--- config.mk ---
export PLATFORM = sky130hd
export DESIGN_NAME = hyperbus_target
export DESIGN_NICKNAME = d
export VERILOG_FILES = /design/src/rtl/hyperbus_target.sv
export SDC_FILE = /design/constraint.sdc
export NUM_CORES = 1
export LEC_CHECK = 0
export BUFFER_PORTS_ARGS = -buffer_cell sky130_fd_sc_hd__buf_4
export CAP_MARGIN = 40
export CORE_AREA = 4 4 114 116
export CTS_CLUSTER_SIZE = 20
export DETAILED_ROUTE_END_ITERATION = 10
export DIE_AREA = 0 0 118 120
export GPL_ROUTABILITY_DRIVEN = 0
export PLACE_DENSITY = 0.77
export SETUP_SLACK_MARGIN = 0.02
export SLEW_MARGIN = 40
export SYNTH_ARGS = -nofsm -noshare
export SYNTH_HDL_FRONTEND = slang
export SYNTH_SLANG_ARGS = --single-unit
--- constraint.sdc ---
create_clock -name clk -period 2.1 [get_ports clk]
set_clock_uncertainty 0.1 [all_clocks]
set_input_delay 0.315 -clock clk [delete_from_list [all_inputs] [get_ports clk]]
set_output_delay 0.315 -clock clk [all_outputs]
set_load 0.01 [all_outputs]
--- src/rtl/hyperbus_target.sv ---
// HyperBus memory-side responder: decodes CA words, applies initial latency and
// turns bus data words into single-cycle backing-memory or register accesses.
module hyperbus_target #(
  parameter int          WIDTH          = 8,
  parameter int          TACC_COUNT     = 5,
  parameter int          MEM_ADDR_WIDTH = 16,
  parameter logic [15:0] ID0_VALUE      = 16'h0C81,
  parameter logic [15:0] ID1_VALUE      = 16'h0000,
  parameter logic [15:0] CR0_RESET      = 16'h8F17
) (
  input  logic                      clk,
  input  logic                      rst,
  input  logic                      csn,
  input  logic [2*WIDTH-1:0]        dq_i,
  input  logic [1:0]                rwds_i,
  output logic [2*WIDTH-1:0]        dq_o,
  output logic                      dq_oe,
  output logic [1:0]                rwds_o,
  output logic                      rwds_oe,
  output logic [MEM_ADDR_WIDTH-1:0] mem_adr,
  output logic                      mem_re,
  output logic                      mem_we,
  output logic [1:0]                mem_be,
  output logic [2*WIDTH-1:0]        mem_dat_o,
  input  logic [2*WIDTH-1:0]        mem_dat_i,
  output logic [15:0]               cr0_o
);

  localparam int BW = 2 * WIDTH;
  localparam int AW = MEM_ADDR_WIDTH;
  localparam logic [7:0] LAT_1X = 8'(TACC_COUNT - 1);
  localparam logic [7:0] LAT_2X = 8'(2 * TACC_COUNT - 1);

  typedef enum logic [2:0] {
    S_IDLE,
    S_CA,
    S_LATENCY,
    S_READ,
    S_WRITE,
    S_REGWR,
    S_HOLD
  } state_t;

  state_t          state_q, state_d;
  logic            ca_step_q, ca_step_d;
  logic [15:0]     ca_hi_q, ca_hi_d;
  logic [15:0]     ca_mid_q, ca_mid_d;
  logic            is_read_q, is_read_d;
  logic            is_reg_q, is_reg_d;
  logic            linear_q, linear_d;
  logic [AW-1:0]   addr_q, addr_d;
  logic [7:0]      lat_cnt_q, lat_cnt_d;
  logic [15:0]     cr0_q, cr0_d;
  logic [15:0]     cr1_q, cr1_d;

  logic            dq_oe_q, dq_oe_d;
  logic            rwds_oe_q, rwds_oe_d;
  logic [1:0]      rwds_o_q, rwds_o_d;
  logic [BW-1:0]   dq_q, dq_d;
  logic            sel_mem_q, sel_mem_d;
  logic [AW-1:0]   mem_adr_q, mem_adr_d;
  logic            mem_re_q, mem_re_d;
  logic            mem_we_q, mem_we_d;
  logic [1:0]      mem_be_q, mem_be_d;
  logic [BW-1:0]   mem_dat_q, mem_dat_d;

  logic [1:0]      lat_ind;
  logic [AW-1:0]   dec_addr;
  logic [AW-1:0]   next_addr;
  logic [15:0]     reg_rdata;

  assign lat_ind  = cr0_q[3] ? 2'b11 : 2'b00;
  assign dec_addr = AW'({ca_hi_q[12:0], ca_mid_q, dq_i[2:0]});

  // Wrapped bursts stay inside an aligned 16-word block.
  always_comb begin
    next_addr = addr_q + AW'(1);
    if (!linear_q) begin
      next_addr = {addr_q[AW-1:4], addr_q[3:0] + 4'd1};
    end
  end

  always_comb begin
    reg_rdata = 16'h0000;
    if (addr_q == AW'(12'h000)) begin
      reg_rdata = ID0_VALUE;
    end else if (addr_q == AW'(12'h001)) begin
      reg_rdata = ID1_VALUE;
    end else if (addr_q == AW'(12'h800)) begin
      reg_rdata = cr0_q;
    end else if (addr_q == AW'(12'h801)) begin
      reg_rdata = cr1_q;
    end
  end

  always_comb begin
    state_d   = state_q;
    ca_step_d = ca_step_q;
    ca_hi_d   = ca_hi_q;
    ca_mid_d  = ca_mid_q;
    is_read_d = is_read_q;
    is_reg_d  = is_reg_q;
    linear_d  = linear_q;
    addr_d    = addr_q;
    lat_cnt_d = lat_cnt_q;
    cr0_d     = cr0_q;
    cr1_d     = cr1_q;
    dq_oe_d   = 1'b0;
    rwds_oe_d = 1'b0;
    rwds_o_d  = 2'b00;
    dq_d      = '0;
    sel_mem_d = 1'b0;
    mem_adr_d = '0;
    mem_re_d  = 1'b0;
    mem_we_d  = 1'b0;
    mem_be_d  = 2'b00;
    mem_dat_d = '0;

    // A deasserted chip select ends whatever phase is in progress.
    if (csn) begin
      state_d = S_IDLE;
    end else begin
      case (state_q)
        S_IDLE: begin
          ca_hi_d   = dq_i[15:0];
          ca_step_d = 1'b0;
          rwds_oe_d = 1'b1;
          rwds_o_d  = lat_ind;
          state_d   = S_CA;
        end
        S_CA: begin
          rwds_oe_d = 1'b1;
          rwds_o_d  = lat_ind;
          if (!ca_step_q) begin
            ca_mid_d  = dq_i[15:0];
            ca_step_d = 1'b1;
          end else begin
            is_read_d = ca_hi_q[15];
            is_reg_d  = ca_hi_q[14];
            linear_d  = ca_hi_q[13];
            addr_d    = dec_addr;
            if (!ca_hi_q[15] && ca_hi_q[14]) begin
              state_d = S_REGWR;
            end else begin
              lat_cnt_d = cr0_q[3] ? LAT_2X : LAT_1X;
              state_d   = S_LATENCY;
            end
          end
        end
        S_LATENCY: begin
          if (lat_cnt_q == 8'd0) begin
            state_d = is_read_q ? S_READ : S_WRITE;
            // Memory reads are requested one cycle ahead of the data word.
            if (is_read_q && !is_reg_q) begin
              mem_re_d  = 1'b1;
              mem_adr_d = addr_q;
            end
          end else begin
            lat_cnt_d = lat_cnt_q - 8'd1;
          end
        end
        S_READ: begin
          dq_oe_d   = 1'b1;
          rwds_oe_d = 1'b1;
          rwds_o_d  = 2'b10;
          addr_d    = next_addr;
          if (is_reg_q) begin
            dq_d = BW'(reg_rdata);
          end else begin
            sel_mem_d = 1'b1;
            mem_re_d  = 1'b1;
            mem_adr_d = next_addr;
          end
        end
        S_WRITE: begin
          addr_d = next_addr;
          if (!is_reg_q) begin
            mem_we_d  = 1'b1;
            mem_adr_d = addr_q;
            mem_dat_d = dq_i;
            mem_be_d  = ~rwds_i;
          end
        end
        S_REGWR: begin
          if (addr_q == AW'(12'h800)) begin
            cr0_d = dq_i[15:0];
          end else if (addr_q == AW'(12'h801)) begin
            cr1_d = dq_i[15:0];
          end
          state_d = S_HOLD;
        end
        S_HOLD: begin
          state_d = S_HOLD;
        end
        default: begin
          state_d = S_IDLE;
        end
      endcase
    end
  end

  always_ff @(posedge clk) begin
    if (rst) begin
      state_q   <= S_IDLE;
      ca_step_q <= 1'b0;
      ca_hi_q   <= '0;
      ca_mid_q  <= '0;
      is_read_q <= 1'b0;
      is_reg_q  <= 1'b0;
      linear_q  <= 1'b0;
      addr_q    <= '0;
      lat_cnt_q <= '0;
      cr0_q     <= CR0_RESET;
      cr1_q     <= 16'h0000;
      dq_oe_q   <= 1'b0;
      rwds_oe_q <= 1'b0;
      rwds_o_q  <= 2'b00;
      dq_q      <= '0;
      sel_mem_q <= 1'b0;
      mem_adr_q <= '0;
      mem_re_q  <= 1'b0;
      mem_we_q  <= 1'b0;
      mem_be_q  <= 2'b00;
      mem_dat_q <= '0;
    end else begin
      state_q   <= state_d;
      ca_step_q <= ca_step_d;
      ca_hi_q   <= ca_hi_d;
      ca_mid_q  <= ca_mid_d;
      is_read_q <= is_read_d;
      is_reg_q  <= is_reg_d;
      linear_q  <= linear_d;
      addr_q    <= addr_d;
      lat_cnt_q <= lat_cnt_d;
      cr0_q     <= cr0_d;
      cr1_q     <= cr1_d;
      dq_oe_q   <= dq_oe_d;
      rwds_oe_q <= rwds_oe_d;
      rwds_o_q  <= rwds_o_d;
      dq_q      <= dq_d;
      sel_mem_q <= sel_mem_d;
      mem_adr_q <= mem_adr_d;
      mem_re_q  <= mem_re_d;
      mem_we_q  <= mem_we_d;
      mem_be_q  <= mem_be_d;
      mem_dat_q <= mem_dat_d;
    end
  end

  // Memory read data is already registered, so it is muxed straight onto DQ.
  assign dq_o      = sel_mem_q ? mem_dat_i : dq_q;
  assign dq_oe     = dq_oe_q;
  assign rwds_o    = rwds_o_q;
  assign rwds_oe   = rwds_oe_q;
  assign mem_adr   = mem_adr_q;
  assign mem_re    = mem_re_q;
  assign mem_we    = mem_we_q;
  assign mem_be    = mem_be_q;
  assign mem_dat_o = mem_dat_q;
  assign cr0_o     = cr0_q;

endmodule

== After elaboration in Yosys (flattened, before gate mapping) ==
Cells that the tools add are included.
Storage, ports and cells
  bits of input ports: 37
  memories: 0
  word-level logic and storage cells: 107
  latch bits: 0
  register bits after elaboration: 149
  ROM bits: 0
  RAM bits: 0
Operators by class
  reductions and logical operators: 29
  divide/modulo/power cells: 0
  add/sub/neg operators: 3
  shift operators: 0
  bitwise logic cells: 8
  magnitude comparators: 0
  $mul: 0
  eq/ne operators: 13
  muxes and demuxes: 32
Operators with widths (count)
  two-way mux 16 bit: 9
  case mux 16 bit (3 select lines): 1
  == test 16 x 12 -> 1 bit (second input constant): 2
  case mux 16 bit (2 select lines): 1
  two-way mux 12 bit: 2
  two-way mux 8 bit: 3
  adder 16 x 1 -> 16 bit (second input constant): 1
  == test 16 x 1 -> 1 bit (second input constant): 1
  zero test 16 bit: 1
  case mux 8 bit (2 select lines): 1
  case mux 3 bit (5 select lines): 1
  AND reduction 3 bit: 5
  two-way mux 3 bit: 4
  == test 3 bit (second input constant): 3
  OR reduction 3 bit: 3
  zero test 8 bit: 1
  != test 2 bit (second input constant): 4
  OR reduction 2 bit: 4
  OR reduction 4 bit: 2
  subtractor 8 x 1 -> 8 bit (second input constant): 1
  NOT 1 bit: 7
  == test 3 x 2 -> 1 bit (second input constant): 2
  nonzero test 2 bit: 3
  OR reduction 6 bit: 1
  14 further kinds: 22

== Logic depth before layout (Yosys ltp) ==
  word-level depth: 5
  depth in mapped cells: 8
  depth with buffers taken out: 7

== Least setup slack after synthesis ==
Ideal clock, no wire load.
  path kind: reg2reg
  start: register addr_q[5]
  end: register cr1_q[10]
  data arrival time: 1.892 ns
  buffers on the path: 3
  clock period less this slack: 2.125 ns
  slack: -0.025 ns
  data required time: 1.868 ns
  stages on the path, launching flop included: 9
  cell sequence: dfxtp_1 buf_2 nor4_2 nand3_2 or4_1 clkbuf_1 buf_2 nand2_1 a21oi_1
On the way
  word-level cells in the longest chain between the ends: 3
  elaborated cells on any way between the ends: 4
  classes of those cells: eq/ne (2); bitwise (1); reduce/logical (1)
Ends and longest elaborated chain
  start, declared: line 51  | logic [AW-1:0] addr_q, addr_d;
  start signal, assigned: line 233  | addr_q <= addr_d;
  == test 16 x 12 -> 1 bit: line 185  | if (addr_q == AW'(12'h800)) begin
  NOT 1 bit (no line)
  AND reduction 4 bit (no line) *
  end signal, assigned: line 236  | cr1_q <= cr1_d;
  end, declared: line 54  | logic [15:0] cr1_q, cr1_d;
Mark *: on every way between the ends. The rest lies on a longest branch, timed or not.
A chain may end at the register's enable or synchronous reset.

== Worst setup path after layout ==
  start: register lat_cnt_q[0]
  end: register lat_cnt_q[5]
On the way
  word-level cells in the longest chain between the ends: 3
  elaborated cells on any way between the ends: 6
  classes of those cells: add/sub (1); eq/ne (1); mux (2); reduce/logical (2)
Ends and longest elaborated chain
  start, declared: line 52  | logic [7:0] lat_cnt_q, lat_cnt_d;
  start signal, assigned: line 234  | lat_cnt_q <= lat_cnt_d;
  subtractor 8 x 1 -> 8 bit or zero test 8 bit (tied branches): line 159, 151
  two-way mux 8 bit or != test 2 bit (tied branches)
  case mux 8 bit (2 select lines) or AND reduction 5 bit (tied branches)
Parallel ways exist; a longest one is shown, timed or not. The select of a mux whose other input is x is not followed.

==> flow_metrics.tcl <==
set metrics [dict create \
    synth_seq_cells 136 \
    async_flop_share_pct 0 \
    p_seq_share_pct 46.0 \
    gr-usage-met1_pct 26.8 \
    cp-start-kind "register" \
    synth_area_per_cell_sq_um 8.45 \
    grt_usage_pct 24.1 \
    wl_microns 17000 \
    yosys-mux-area-fraction_pct 5.30 \
    areaGrowthSynthToFinish_pct 31.5 \
    path_buf_inv 2 \
    final-hold-violation-count 0 \
    rrSetupSlack_ns 0.08 \
    die_x_microns 118 \
    pin_count 109 \
    slew_headroom_pct 65.4 \
    synth_top_family_by_area "simple AND/OR/NAND/NOR gates" \
    hold_path_class "primary input to register" \
    outcome "completed" \
    p_int_w 0.00447 \
    grt_pass1_vias 5636 \
    critical_path_class "register to register" \
    fin_crit_sh_pct 96.2 \
    synth-edff-count 0 \
    vias_per_cell 5.79 \
    rsz0062_at_grt "true" \
    r2r_start "lat_cnt_q[0]" \
    cts.sinks 136 \
    grt_use_met2_pct 43.0 \
    cts_buffers 17 \
    grt_first_pass_wirelength_microns 27300 \
    yosysUniqueCellTypes 62 \
    start_util_pct 49.2 \
    cts_htree_levels 4 \
    drv_cap 0 \
    holdPathEnd "mem_dat_o[12]" \
    syn-cell-area_sq_um 5860 \
    holdPathStages 2 \
    powerDensity_nw_per_um2 743 \
    overflow 0 \
    hold_path_startpoint "dq_i[12]" \
    fin_util_pct 64.6 \
    p_clk_share_pct 49.0 \
    clkSlewWorstSetupHoldPaths_ns 0.05 \
    path_cells "inv_1, ha_1, nor3b_1, nand2_1, o2111ai_2, buf_4, or4_1, a21oi_1" \
    p_leak_nw 3.08 \
    path_delay_family "simple AND/OR/NAND/NOR gates" \
    antenna_found_initial 0 \
    seq_area_frac_synth_pct 46.5 \
    yosys_warnings 0 \
    drive_gt1_share_pct 27.7 \
    synth-simple-area-share_pct 24.5 \
    p_total_w 0.00572 \
    r2r_cells 8 \
    synth_top_cell_area_share_pct 46.5 \
    io_buffers 108 \
    root_buffer "clkbuf_16" \
    drtIter0Drc 497 \
    num-fill-cells 927 \
    rows 40 \
    cts.path.max_buffers 2 \
    die-area_sq_um 14200 \
    fin_crit_ns 2.02 \
    final_max_slew_viol_count 0 \
    nets 872 \
    cts_tree "built" \
    clock_latency_ns 0.42 \
    first_pass_iters 6 \
    yosys.area.top_type "dfxtp_1" \
    power.share.combinational_pct 5.0 \
    critPathCaptureType "register" \
    grt.busiest_layer "met2" \
    slowest_stage "or4_1" \
    drc 0 \
    grt_max_degree 46 \
    hpwl_microns 12000 \
    wl_per_cell_microns 17.3 \
    critPathRequiredTime_ns 2.34 \
    die_h_microns 120 \
    synth_ff_type "dfxtp_1" \
    synth_xor_area_share_pct 0.299 \
    fmaxAchievable_mhz 495 \
    detail-route-antenna-nets 0 \
    ir_drop_mv 0.466 \
    vias 5709 \
    finalSetupViolCount 0 \
    p_sw_share_pct 21.8 \
    worstReg2RegEnd "lat_cnt_q[5]" \
    synth-compound-area-share_pct 17.7 \
    syn_inst 693 \
    antennaDiodeCount 0 \
    cpPeakStageDelay_ns 0.46 \
    arrival_ns 2.27 \
    met3_usage_pct 5.80 \
    max_slew.worst_pin.slew_ns 0.518 \
    coreArea_sq_um 11900 \
    synthAdderAreaFrac_pct 1.07 \
    synthTopCellsByArea "dfxtp_1 46%, a21oi_1 6.7%, nand2_1 5.7%" \
    switchingPower_w 0.00125 \
    syn_nets 735 \
    crit_fanout 6 \
]
==> logic make-up after synthesis <==
family | count (synthesis)
AOI/OAI and AO/OA | 166
adders and majority gates | 5
xor gates and xnor gates | 2
muxes | 29
and+or+nand+nor | 292
buffers and inverters | 63
DFF | 136
==> worst register-to-register path, cell delays in order (launching register included) <==
cell	delay, ns
dfxtp_2	0.33
inv_1	0.07
ha_1	0.19
nor3b_1	0.14
nand2_1	0.13
o2111ai_2	0.17
buf_4	0.20
or4_1	0.46
a21oi_1	0.15
==> metrics by stage <==
| step | TNS, ns | instances | area (sq um) | hold WS [ns] | worst slack, ns |
|---|---|---|---|---|---|
| 2_1_floorplan | 0 | 693 | 5860 | 0.294 | 0.0300 |
| 3_3_place_gp | 0 | 951 | 7040 | 0.342 | 0.0399 |
| 3_5_place_dp | -0.606 | 951 | 7040 | 0.349 | -0.0664 |
| 4_1_cts | 0 | 981 | 7610 | 0.0261 | 0.0269 |
| 5_1_grt | -0.0181 | 986 | 7700 | 0.0337 | -0.0181 |
| 6_report | 0 | 986 | 7700 | 0.0435 | 0.0791 |
==> cell type report <==
class / instances / area, sq um / area share [%]
Inverter: 14 / 52.6 / 0.683
Clock buffer: 19 / 443 / 5.75
Clock inverter: 9 / 105 / 1.37
Multi-Input combinational cell: 494 / 2910 / 37.8
Tap cell: 147 / 184 / 2.39
Timing Repair Buffer: 167 / 1270 / 16.6
Sequential cell: 136 / 2730 / 35.5
==> worst max path at each step <==
stage,end,startpoint,slack [ns],cells past startpoint
2_1_floorplan,cr1_q[10],addr_q[3],0.03,8
3_3_place_gp,dq_q[2],addr_q[2],0.04,5
3_5_place_dp,dq_q[12],addr_q[2],-0.07,5
4_1_cts,mem_adr[2],state_q[1],0.03,5
5_1_grt,lat_cnt_q[5],state_q[0],-0.02,6
6_report,lat_cnt_q[5],lat_cnt_q[0],0.08,8
==> cell usage in the layout, fill, tap and decap left out, types with 7 or more instances in the layout <==
cell type,n
mux2i_1,13
o21ai_0,18
dfxtp_1,132
and2_1,18
mux2_2,16
buf_4,163
a31oi_1,8
inv_1,14
nand2_1,89
a21oi_1,78
nand2b_1,7
nand4_1,8
nor2_1,76
a22oi_1,16
nor3_1,21
nand3_1,22
or3_1,8
clkbuf_16,17
==> routing by layer <==
layer / vias to the layer above / wire length [microns]
met1: 2686 / 6680
met4: 0 / 534
met3: 53 / 1130
met5: - / 0
li1: 2718 / -
met2: 252 / 8670
==> power groups by stage <==
stage / registers [W] / clock network (W) / logic, W
floorplan: 0.00267 / 0 / 0.000144
global placement: 0.00268 / 0 / 0.000256
detailed placement: 0.00268 / 0 / 0.000264
CTS: 0.00263 / 0.00285 / 0.000270
global route: 0.00263 / 0.00297 / 0.000312
finish: 0.00263 / 0.00281 / 0.000286
==> flip-flops by register name (all words and copies together), names as in the netlist, 2 cells and up <==
signal     flops
ca_mid_q      13
mem_dat_o     16
ca_hi_q        3
state_q        3
lat_cnt_q      8
rwds_o         2
cr0_o         16
mem_be         2
mem_adr       16
addr_q        16
dq_q          16
cr1_q         16
==> what timing repair did <==
action,4_1_cts,5_1_grt
setup endpoints to repair,12,53
hold buffers,2,0
pin swaps,0,1
cloned,0,1
setup buffers,0,4
resized for setup,1,13
hold endpoints to repair,2,0
==> cells in the mapped netlist, types with 3 or more instances <==
master / count
nand2_1: 89
ha_1: 5
clkbuf_1: 36
dfxtp_1: 136
nand3b_1: 3
o21ai_0: 18
nor2b_1: 4
buf_2: 7
or2_2: 3
a31oi_1: 8
nand4_1: 8
a32o_1: 3
nor4_1: 7
mux2_2: 16
nor3_1: 23
o21bai_1: 3
a211oi_1: 3
o31ai_1: 3
mux2i_1: 13
a21oi_1: 78
inv_1: 14
nand2b_1: 7
o32ai_1: 6
o21a_1: 3
nor2_1: 76
a22o_1: 4
nand3_1: 22
or4_1: 6
a21o_1: 6
o31a_1: 3
or3_1: 8
a22oi_1: 16
and2_1: 18
No activity file was read; power rests on OpenSTA's default activity.
